[src/rtl/decode_if.sv]
// Shared decode encodings plus the fetch/dispatch-facing decode bundle.
//
// decode_pkg : ALU operation codes, operand-source types and ENABLE/DISABLE.
// decode_if  : ir (instruction word, master -> slave) and every decode result
//              plus the sticky halted flag (slave -> master).
//   master : the fetch/dispatch side that presents ir and consumes results.
//   slave  : the decoder.

package decode_pkg;

    // ALU / memory / branch operation codes
    localparam logic [5:0] ALU_LB   = 6'd0;
    localparam logic [5:0] ALU_LH   = 6'd1;
    localparam logic [5:0] ALU_LW   = 6'd2;
    localparam logic [5:0] ALU_LBU  = 6'd3;
    localparam logic [5:0] ALU_LHU  = 6'd4;
    localparam logic [5:0] ALU_SB   = 6'd5;
    localparam logic [5:0] ALU_SH   = 6'd6;
    localparam logic [5:0] ALU_SW   = 6'd7;
    localparam logic [5:0] ALU_ADD  = 6'd8;
    localparam logic [5:0] ALU_SUB  = 6'd9;
    localparam logic [5:0] ALU_XOR  = 6'd10;
    localparam logic [5:0] ALU_OR   = 6'd11;
    localparam logic [5:0] ALU_AND  = 6'd12;
    localparam logic [5:0] ALU_SLL  = 6'd13;
    localparam logic [5:0] ALU_SRL  = 6'd14;
    localparam logic [5:0] ALU_SRA  = 6'd15;
    localparam logic [5:0] ALU_SLT  = 6'd16;
    localparam logic [5:0] ALU_SLTU = 6'd17;
    localparam logic [5:0] ALU_BEQ  = 6'd18;
    localparam logic [5:0] ALU_BNE  = 6'd19;
    localparam logic [5:0] ALU_BLT  = 6'd20;
    localparam logic [5:0] ALU_BGE  = 6'd21;
    localparam logic [5:0] ALU_BLTU = 6'd22;
    localparam logic [5:0] ALU_BGEU = 6'd23;
    localparam logic [5:0] ALU_JAL  = 6'd24;
    localparam logic [5:0] ALU_JALR = 6'd25;
    localparam logic [5:0] ALU_LUI  = 6'd26;
    localparam logic [5:0] ALU_NOP  = 6'd63;

    // Operand source selects
    localparam logic [1:0] OP_TYPE_NONE = 2'd0;
    localparam logic [1:0] OP_TYPE_REG  = 2'd1;
    localparam logic [1:0] OP_TYPE_IMM  = 2'd2;
    localparam logic [1:0] OP_TYPE_PC   = 2'd3;

    localparam logic ENABLE  = 1'b1;
    localparam logic DISABLE = 1'b0;

endpackage

interface decode_if;
    logic [31:0] ir;
    logic [4:0]  srcreg1_num;
    logic [4:0]  srcreg2_num;
    logic [4:0]  dstreg_num;
    logic [31:0] imm;
    logic [5:0]  alucode;
    logic [1:0]  aluop1_type;
    logic [1:0]  aluop2_type;
    logic        reg_we;
    logic        is_load;
    logic        is_store;
    logic        is_halt;
    logic        halted;

    modport master (
        output ir,
        input  srcreg1_num, srcreg2_num, dstreg_num, imm, alucode,
        input  aluop1_type, aluop2_type, reg_we, is_load, is_store, is_halt, halted
    );

    modport slave (
        input  ir,
        output srcreg1_num, srcreg2_num, dstreg_num, imm, alucode,
        output aluop1_type, aluop2_type, reg_we, is_load, is_store, is_halt, halted
    );
endinterface

[src/rtl/decode.sv]
// RV32I instruction decoder, one instance per issue lane.
//
// Ports:
//   clk   : clock, only used by the sticky halted flag
//   rst_n : asynchronous active-low reset (clears halted)
//   dec   : decode_if.slave -- ir in; register numbers, immediate, alucode,
//           operand types, reg_we/is_load/is_store/is_halt and halted out.
// All decode results are combinational from ir. Undefined opcodes or funct
// combinations produce all-zero numbers/imm, ALU_NOP, OP_TYPE_NONE, no flags.

module decode
    import decode_pkg::*;
(
    input  logic    clk,
    input  logic    rst_n,
    decode_if.slave dec
);

    localparam logic [6:0]  OpcOp     = 7'b0110011;
    localparam logic [6:0]  OpcOpImm  = 7'b0010011;
    localparam logic [6:0]  OpcLui    = 7'b0110111;
    localparam logic [6:0]  OpcAuipc  = 7'b0010111;
    localparam logic [6:0]  OpcLoad   = 7'b0000011;
    localparam logic [6:0]  OpcStore  = 7'b0100011;
    localparam logic [6:0]  OpcBranch = 7'b1100011;
    localparam logic [6:0]  OpcJal    = 7'b1101111;
    localparam logic [6:0]  OpcJalr   = 7'b1100111;
    localparam logic [6:0]  OpcSystem = 7'b1110011;
    localparam logic [31:0] InsnEcall = 32'h0000_0073;

    logic [31:0] ir;
    logic [6:0]  opcode;
    logic [2:0]  funct3;
    logic [4:0]  rs1, rs2, rd;
    logic        f7_zero, f7_alt;
    logic [31:0] imm_i, imm_s, imm_b, imm_u, imm_j, imm_shamt;

    assign ir      = dec.ir;
    assign opcode  = ir[6:0];
    assign funct3  = ir[14:12];
    assign rs1     = ir[19:15];
    assign rs2     = ir[24:20];
    assign rd      = ir[11:7];
    assign f7_zero = (ir[31:25] == 7'b0000000);
    assign f7_alt  = (ir[31:25] == 7'b0100000);

    assign imm_i     = {{20{ir[31]}}, ir[31:20]};
    assign imm_s     = {{20{ir[31]}}, ir[31:25], ir[11:7]};
    assign imm_b     = {{19{ir[31]}}, ir[31], ir[7], ir[30:25], ir[11:8], 1'b0};
    assign imm_u     = {ir[31:12], 12'b0};
    assign imm_j     = {{11{ir[31]}}, ir[31], ir[19:12], ir[20], ir[30:21], 1'b0};
    assign imm_shamt = {27'b0, ir[24:20]};

    logic        legal;
    logic        use_rs1, use_rs2, use_rd;
    logic [31:0] imm_raw;
    logic [5:0]  alu_raw;
    logic [1:0]  op1_raw, op2_raw;
    logic        load_raw, store_raw, halt_raw;

    always_comb begin
        legal     = 1'b1;
        use_rs1   = 1'b0;
        use_rs2   = 1'b0;
        use_rd    = 1'b0;
        imm_raw   = '0;
        alu_raw   = ALU_NOP;
        op1_raw   = OP_TYPE_NONE;
        op2_raw   = OP_TYPE_NONE;
        load_raw  = 1'b0;
        store_raw = 1'b0;
        halt_raw  = 1'b0;

        case (opcode)
            OpcOp: begin
                use_rs1 = 1'b1;
                use_rs2 = 1'b1;
                use_rd  = 1'b1;
                op1_raw = OP_TYPE_REG;
                op2_raw = OP_TYPE_REG;
                case (funct3)
                    3'b000:  alu_raw = f7_alt ? ALU_SUB : ALU_ADD;
                    3'b001:  alu_raw = ALU_SLL;
                    3'b010:  alu_raw = ALU_SLT;
                    3'b011:  alu_raw = ALU_SLTU;
                    3'b100:  alu_raw = ALU_XOR;
                    3'b101:  alu_raw = f7_alt ? ALU_SRA : ALU_SRL;
                    3'b110:  alu_raw = ALU_OR;
                    default: alu_raw = ALU_AND;
                endcase
                // Only ADD/SUB and SRL/SRA have an alternate funct7 encoding
                legal = f7_zero || (f7_alt && (funct3 == 3'b000 || funct3 == 3'b101));
            end
            OpcOpImm: begin
                use_rs1 = 1'b1;
                use_rd  = 1'b1;
                op1_raw = OP_TYPE_REG;
                op2_raw = OP_TYPE_IMM;
                imm_raw = imm_i;
                case (funct3)
                    3'b000: alu_raw = ALU_ADD;
                    3'b001: begin
                        alu_raw = ALU_SLL;
                        imm_raw = imm_shamt;
                        legal   = f7_zero;
                    end
                    3'b010: alu_raw = ALU_SLT;
                    3'b011: alu_raw = ALU_SLTU;
                    3'b100: alu_raw = ALU_XOR;
                    3'b101: begin
                        alu_raw = ir[30] ? ALU_SRA : ALU_SRL;
                        imm_raw = imm_shamt;
                        legal   = f7_zero || f7_alt;
                    end
                    3'b110:  alu_raw = ALU_OR;
                    default: alu_raw = ALU_AND;
                endcase
            end
            OpcLui: begin
                use_rd  = 1'b1;
                imm_raw = imm_u;
                alu_raw = ALU_LUI;
                op2_raw = OP_TYPE_IMM;
            end
            OpcAuipc: begin
                use_rd  = 1'b1;
                imm_raw = imm_u;
                alu_raw = ALU_ADD;
                op1_raw = OP_TYPE_IMM;
                op2_raw = OP_TYPE_PC;
            end
            OpcLoad: begin
                use_rs1  = 1'b1;
                use_rd   = 1'b1;
                imm_raw  = imm_i;
                op1_raw  = OP_TYPE_REG;
                op2_raw  = OP_TYPE_IMM;
                load_raw = 1'b1;
                case (funct3)
                    3'b000:  alu_raw = ALU_LB;
                    3'b001:  alu_raw = ALU_LH;
                    3'b010:  alu_raw = ALU_LW;
                    3'b100:  alu_raw = ALU_LBU;
                    3'b101:  alu_raw = ALU_LHU;
                    default: legal   = 1'b0;
                endcase
            end
            OpcStore: begin
                use_rs1   = 1'b1;
                use_rs2   = 1'b1;
                imm_raw   = imm_s;
                op1_raw   = OP_TYPE_REG;
                op2_raw   = OP_TYPE_IMM;
                store_raw = 1'b1;
                case (funct3)
                    3'b000:  alu_raw = ALU_SB;
                    3'b001:  alu_raw = ALU_SH;
                    3'b010:  alu_raw = ALU_SW;
                    default: legal   = 1'b0;
                endcase
            end
            OpcBranch: begin
                use_rs1 = 1'b1;
                use_rs2 = 1'b1;
                imm_raw = imm_b;
                op1_raw = OP_TYPE_REG;
                op2_raw = OP_TYPE_REG;
                case (funct3)
                    3'b000:  alu_raw = ALU_BEQ;
                    3'b001:  alu_raw = ALU_BNE;
                    3'b100:  alu_raw = ALU_BLT;
                    3'b101:  alu_raw = ALU_BGE;
                    3'b110:  alu_raw = ALU_BLTU;
                    3'b111:  alu_raw = ALU_BGEU;
                    default: legal   = 1'b0;
                endcase
            end
            OpcJal: begin
                use_rd  = 1'b1;
                imm_raw = imm_j;
                alu_raw = ALU_JAL;
                op2_raw = OP_TYPE_PC;
            end
            OpcJalr: begin
                use_rs1 = 1'b1;
                use_rd  = 1'b1;
                imm_raw = imm_i;
                alu_raw = ALU_JALR;
                op1_raw = OP_TYPE_REG;
                op2_raw = OP_TYPE_PC;
                legal   = (funct3 == 3'b000);
            end
            OpcSystem: begin
                // ECALL doubles as halt; every other SYSTEM encoding is undefined
                halt_raw = 1'b1;
                legal    = (ir == InsnEcall);
            end
            default: legal = 1'b0;
        endcase
    end

    logic is_halt;
    assign is_halt = legal && halt_raw;

    // Illegal encodings collapse every output to its idle value
    assign dec.srcreg1_num = (legal && use_rs1) ? rs1 : 5'd0;
    assign dec.srcreg2_num = (legal && use_rs2) ? rs2 : 5'd0;
    assign dec.dstreg_num  = (legal && use_rd)  ? rd  : 5'd0;
    assign dec.imm         = legal ? imm_raw : 32'd0;
    assign dec.alucode     = legal ? alu_raw : ALU_NOP;
    assign dec.aluop1_type = legal ? op1_raw : OP_TYPE_NONE;
    assign dec.aluop2_type = legal ? op2_raw : OP_TYPE_NONE;
    assign dec.reg_we      = (legal && use_rd && (rd != 5'd0)) ? ENABLE : DISABLE;
    assign dec.is_load     = legal && load_raw;
    assign dec.is_store    = legal && store_raw;
    assign dec.is_halt     = is_halt;

    logic halted_d, halted_q;

    always_comb begin
        halted_d = halted_q | is_halt;
    end

    always_ff @(posedge clk or negedge rst_n) begin
        if (!rst_n) begin
            halted_q <= 1'b0;
        end else begin
            halted_q <= halted_d;
        end
    end

    assign dec.halted = halted_q;

endmodule

[src/flat_wrapper.sv]
// flat-port wrapper written by rule: the top's interface ports become plain ports
module decode_flat import decode_pkg::*;
  (clk, rst_n, dec_ir, dec_srcreg1_num, dec_srcreg2_num, dec_dstreg_num, dec_imm, dec_alucode, dec_aluop1_type, dec_aluop2_type, dec_reg_we, dec_is_load, dec_is_store, dec_is_halt, dec_halted);
  decode_if dec_i ();
  input  logic clk;
  input  logic rst_n;
  input wire logic [$bits(dec_i.ir)-1:0] dec_ir;
  output wire logic [$bits(dec_i.srcreg1_num)-1:0] dec_srcreg1_num;
  output wire logic [$bits(dec_i.srcreg2_num)-1:0] dec_srcreg2_num;
  output wire logic [$bits(dec_i.dstreg_num)-1:0] dec_dstreg_num;
  output wire logic [$bits(dec_i.imm)-1:0] dec_imm;
  output wire logic [$bits(dec_i.alucode)-1:0] dec_alucode;
  output wire logic [$bits(dec_i.aluop1_type)-1:0] dec_aluop1_type;
  output wire logic [$bits(dec_i.aluop2_type)-1:0] dec_aluop2_type;
  output wire logic [$bits(dec_i.reg_we)-1:0] dec_reg_we;
  output wire logic [$bits(dec_i.is_load)-1:0] dec_is_load;
  output wire logic [$bits(dec_i.is_store)-1:0] dec_is_store;
  output wire logic [$bits(dec_i.is_halt)-1:0] dec_is_halt;
  output wire logic [$bits(dec_i.halted)-1:0] dec_halted;
  assign dec_i.ir = dec_ir;
  assign dec_srcreg1_num = dec_i.srcreg1_num;
  assign dec_srcreg2_num = dec_i.srcreg2_num;
  assign dec_dstreg_num = dec_i.dstreg_num;
  assign dec_imm = dec_i.imm;
  assign dec_alucode = dec_i.alucode;
  assign dec_aluop1_type = dec_i.aluop1_type;
  assign dec_aluop2_type = dec_i.aluop2_type;
  assign dec_reg_we = dec_i.reg_we;
  assign dec_is_load = dec_i.is_load;
  assign dec_is_store = dec_i.is_store;
  assign dec_is_halt = dec_i.is_halt;
  assign dec_halted = dec_i.halted;
  decode u_core (.clk(clk), .rst_n(rst_n), .dec(dec_i));
endmodule
[config.mk]
export PLATFORM = sky130hd
export DESIGN_NAME = decode_flat
export DESIGN_NICKNAME = d
export VERILOG_FILES = /design/src/rtl/decode_if.sv /design/src/rtl/decode.sv /design/src/flat_wrapper.sv
export SDC_FILE = /design/constraint.sdc
export NUM_CORES = 1
export LEC_CHECK = 0
export BUFFER_PORTS_ARGS = -buffer_cell sky130_fd_sc_hd__clkbuf_2
export CAP_MARGIN = 20
export CORE_ASPECT_RATIO = 1.5
export CORE_UTILIZATION = 30
export CTS_CLUSTER_DIAMETER = 60
export DETAILED_ROUTE_END_ITERATION = 10
export SLEW_MARGIN = 20
export SYNTH_ARGS = -nofsm -noshare
export SYNTH_HDL_FRONTEND = slang
export SYNTH_SLANG_ARGS = --single-unit
[constraint.sdc]
create_clock -name clk -period 5.5 [get_ports clk]
set_input_delay 0.55 -clock clk [delete_from_list [all_inputs] [get_ports clk]]
set_output_delay 0.55 -clock clk [all_outputs]
set_load 0.005 [all_outputs]
* Word-level counts from Yosys, hierarchy flattened
Cells that the tools add are included.
** Cells by class
- Equal/unequal tests :: 19
- Mux-type cells :: 32
- Bitwise gates (word level) :: 1
- Reduce and logical (&&, ||, !) cells :: 27
** Operator list (number)
- one-hot mux 32 bit (6 select lines) :: 1
- one-hot mux 6 bit (7 select lines) :: 2
- 2-to-1 mux 32 bit :: 2
- one-hot mux 6 bit (9 select lines) :: 1
- one-hot mux 6 bit (6 select lines) :: 1
- == test 32 x 7 -> 1 bit (second input constant) :: 1
- one-hot mux 6 bit (5 select lines) :: 1
- == test 7 x 6 -> 1 bit (second input constant) :: 4
- == test 7 bit (second input constant) :: 4
- one-hot mux 6 bit (3 select lines) :: 1
- 2-to-1 mux 5 bit :: 3
- == test 7 x 5 -> 1 bit (second input constant) :: 2
- 2-to-1 mux 1 bit :: 13
- == test 3 bit (second input constant) :: 4
- OR reduction 3 bit :: 4
- OR reduction 6 bit :: 2
- logical AND 1 bit :: 8
- one-hot mux 1 bit (8 select lines) :: 1
- OR reduction 2 bit :: 4
- == test 7 x 2 -> 1 bit (second input constant) :: 1
- logical NOT 7 bit :: 1
- OR reduction 7 bit :: 1
- == test 3 x 2 -> 1 bit (second input constant) :: 2
- 2-to-1 mux 6 bit :: 1
- 11 further kinds :: 14
** Storage, ports and cells
- Bits in registers :: 1
- Output and inout bits :: 62
- Word-level logic and storage cells :: 80

* Logic depth before layout (Yosys ltp)
- Depth in word-level cells :: 8
- Gate-level depth with buffers :: 9

* Worst setup path after synthesis
No wires, ideal clock.
- Kind :: in2out
- Start :: input dec_ir[5]
- End :: output dec_srcreg1_num[0]
- Data arrival time :: 2269 ps
- Path slack :: 2681 ps
- Stages :: 9
- Cells stage by stage :: clkbuf_1 > nand2b_2 > nor3_1 > a21o_1 > buf_6 > or3_4 > or3_4 > buf_6 > and3_1
** On the way
- Word-level cells in the longest chain between the ends :: 5
- Elaborated cells on any way between the ends :: 17
- Those cells by class :: 11 x eq/ne; 3 x mux; 3 x reduce/logical
** RTL lines
- start: declaration :: line flat_wrapper.sv:7 : input wire logic [$bits(dec_i.ir)-1:0] dec_ir;
- == test 7 x 6 -> 1 bit, or another cell as far along :: line decode.sv:74 : case (opcode)
- OR reduction 3 bit (no source line) / OR reduction 6 bit (equally long branches)
- one-hot mux 1 bit (8 select lines) / 2-to-1 mux 1 bit (equally long branches) :: line decode.sv:74
- logical AND 1 bit (*) :: line decode.sv:206 : assign dec.srcreg1_num = (legal && use_rs1) ? rs1 : 5'd0;
- 2-to-1 mux 5 bit (*) :: line decode.sv:206
- end: declaration :: line flat_wrapper.sv:8 : output wire logic [$bits(dec_i.srcreg1_num)-1:0] dec_srcreg1_num;
Mark *: on every way between the ends. The rest lies on a longest branch, timed or not.

* Worst setup path after layout
- Start :: input dec_ir[6]
- End :: output dec_alucode[0]
** On the way
- Word-level cells in the longest chain between the ends :: 4
- Elaborated cells on any way between the ends :: 15
- Those cells by class :: 11 x eq/ne; 3 x mux; 1 x reduce/logical
** RTL lines
- == test 7 x 6 -> 1 bit, or another cell as far along :: line decode.sv:74
- OR reduction 3 bit (no source line)
- one-hot mux 1 bit (8 select lines) :: line decode.sv:74
- 2-to-1 mux 6 bit (*) :: line decode.sv:210 : assign dec.alucode = legal ? alu_raw : ALU_NOP;
- end: declaration :: line flat_wrapper.sv:12 : output wire logic [$bits(dec_i.alucode)-1:0] dec_alucode;
Marks and branches as above.

==> reports/metrics.sh <==
WORST-R2R-CELL-COUNT=1
CTSHOLDBUFFERS=0
TIMING.CRITICAL_PATH.BUF_INV=2
FINALWEIGHTEDCONGESTION=0.921
ROUTEDWLPERCELL_UM=15.5
POST-CTS-SETUP-BUFFER-COUNT=0
HPWLAFTERDP_MM=4.28
FIN_CRIT_SH=0.633
GRT_BUSIEST_LAYER='met2'
CRIT_CELLS=8
TIMING.CRITICAL_PATH.SLOWEST_CELL_DELAY_PS=550
SYNTH_NETS=271
REGTOREGENDPOINT='u_core.dec.halted$_DFF_PN0_'
FINALCLOCKSKEW_PS=0
CRITPATHSLOWESTCELL='or4_1'
TIMING_WORST_SLEW_PIN_VALUE_PS=860
NUM-NETS-FINAL=347
CRITPATHCAPTURETYPE='output pin'
FINAL.MIN_CLOCK_PERIOD_PS=3480
GRT_ANTENNA_BEFORE_REPAIR=0
DIE_HEIGHT_UM=83.7
FLOORPLAN.INITIALDENSITY=0.315
TIMING.CRITICAL_PATH.FROM_TYPE='primary input'
DESIGN.DIE.AREA_UM2=4730
SYNTH_EDF_COUNT=0
YOSYS.AREA.TOP_TYPE='nand2_1'
MAX_CAP_VIOLATIONS=0
SYNTH.DISTINCT_CELLS=47
PIN_COUNT_OF_THE_BIGGEST_NET_ENTERING_GLOBAL_ROUTING=34
YS.WARNINGS.COUNT=0
VIAS_PER_CELL=5.80
CTS.REPORTEDPATHS.CLKPINSLEW_PS=0
ANT_NETS=0
FINALSETUPVIOLCOUNT=0
RSZ_0062_RAISED_AFTER_GLOBAL_ROUTING='no'
WL_MM=5.53
ROWS=29
POST_SYNTH_MOST_FREQUENT_CELLS='44 x nand2_1, 29 x a21oi_1, 25 x nor2_1'
POWER_PER_CELL_AREA_nW_PER_UM2=43.3
IR_WORST_VDD_mV=0.0369
GRT_PASS1_VIAS=1877
CTS_RESIZED=0
POST_SYNTH_INST_COUNT=237
USE_MET3=0.0109
GR-USAGE-ALL-LAYERS=0.222
DIE_X_UM=56.5
SYN_AREA_PER_CELL_UM2=5.64
GLOBALROUTE.TOTALOVERFLOW=0
COREAREA_UM2=4250
FIRST_PASS_ITERATION_COUNT_OF_THE_DETAILED_ROUTER=5
DRIVE_GT1_FRAC=0.344
TIMING.FINAL.HOLD_VIOLATIONS=0
BUFFER_PORTS.INSERTED=95
DIODES=0
WORST_SLEW_MARGIN_REL=0.422
MET2_USAGE=0.416
POWER_LEAKAGE_nW=0.859
POST-SYNTH-TOP-COUNT-CELL='nand2_1'
DRT-INITIAL-DRC-COUNT=104
REPORT.FINAL.SLEW_VIOL_COUNT=0
GRT.MET1_USAGE=0.269
END_OF_FLOW_CORE_UTILIZATION=0.418
CRITICAL_PATH_ARRIVAL_PS=2930
GRT_FIRST_PASS_WIRELENGTH_MM=8.91
DRC=0
TIMING.SETUP.CRITICAL_PATH_CLASS='primary input to output pin'
MIN-DELAY-PATH-CLASS='primary input to async pin'
DOMINANTREGCELLSYNTH='dfrtp_1'
POSTSYNTHREGISTERBITS=1
SYNTH-SEQ-AREA-SHARE=0.0187
ROUTED-VIA-COUNT=2072
SYN_AREA_UM2=1340
FLOW.AREA_GROWTH_FROM_SYNTHESIS_PCT=32.8
CRIT-REG2REG-LAUNCH='u_core.dec.halted$_DFF_PN0_'
SYNTHARSTFLOPSHARE=1.00
SYNTH_TOP_CELL_AREA_SHARE=0.124
TOTALNEGATIVESETUPSLACK_PS=0
CLK_LATENCY_PS=0
FLOORPLAN.IO_PINS=96
TIMING.FINAL.WS_SETUP_PS=2020
CRITPATHMAXFANOUT=21
SYNTH_AREA_LEADERS='nand2_1 12%, and3_1 11%, a21oi_1 11%, nor2_1 7.0%, o21ai_0 5.6%'
WORSTPATHCELLLIST='clkbuf_2 -> nor3_4 -> and2_0 -> nand2_1 -> a221oi_2 -> nor3_4 -> or4_1 -> clkbuf_2'
WORST_SETUP_PATH_STARTPOINT='dec_ir[6]'
LARGEST_REGISTER_FF_COUNT=1
TIMING.REG2REG.SETUP_SLACK_PS=4730
CELL_FAMILY_WITH_MOST_CP_DELAY='simple AND/OR/NAND/NOR gates'
MAX_CLOCK_FREQ_MHz=287
CP.REQUIRED_PS=4950
POST-PLACE-WS_PS=1810
STATUS='finished, final reports clean'
## placed cells by master, fill, tap and decap left out, types with 4 or more instances in the layout
master	n
clkbuf_2	95
nand2_1	44
a21oi_1	29
nor2_1	25
and3_1	24
o21ai_0	15
nand3_1	7
nor2b_1	5
nand2b_1	5
nor3_1	5
a22oi_1	5
nor4_1	4
## stage by stage
step / cells / power [mW] / instance area [µm²] / hold slack [ps]
after floorplan: 237 / 0.0497 / 1340 / 254
after global placement: 356 / 0.0748 / 1760 / 326
final: 357 / 0.0767 / 1770 / 326
after global routing: 357 / 0.0842 / 1770 / 330
after CTS: 356 / 0.0749 / 1760 / 327
after detailed placement: 356 / 0.0748 / 1760 / 327
## cell type report
class	instances	area, µm²
fillers	480	2470
multi-input cells	212	1190
repair buffers	97	498
well taps	46	57.6
flip-flops and latches	1	25.0
inverters	1	3.75
## cells by family after synthesis
group / count (synthesis) / synth area share
buffers and inverters: 24 / 0.0955
multiplexers: 1 / 0.00843
AND/OR/NAND/NOR: 141 / 0.553
flip-flops: 1 / 0.0187
AO/OA/AOI/OAI: 70 / 0.324
## routing by layer
metal	vias up	share of wire
met5	-	0
met4	0	0.021
met3	10	0.070
met2	118	0.52
met1	929	0.39
li1	1015	-
## worst max-delay path by stage
stage	endpoint	slack [ps]
3_3_place_gp	dec_alucode[0]	1860
5_1_grt	dec_alucode[2]	1850
3_5_place_dp	dec_alucode[2]	1810
6_report	dec_alucode[0]	2020
2_1_floorplan	dec_srcreg1_num[0]	2680
4_1_cts	dec_alucode[2]	1820
## where the power goes
group / internal [mW] / switching (mW)
sequential: 0.00749 / 0.000000000143
clock: 0 / 0
combinational: 0.0229 / 0.0464
No activity file was read; power rests on OpenSTA's default activity.
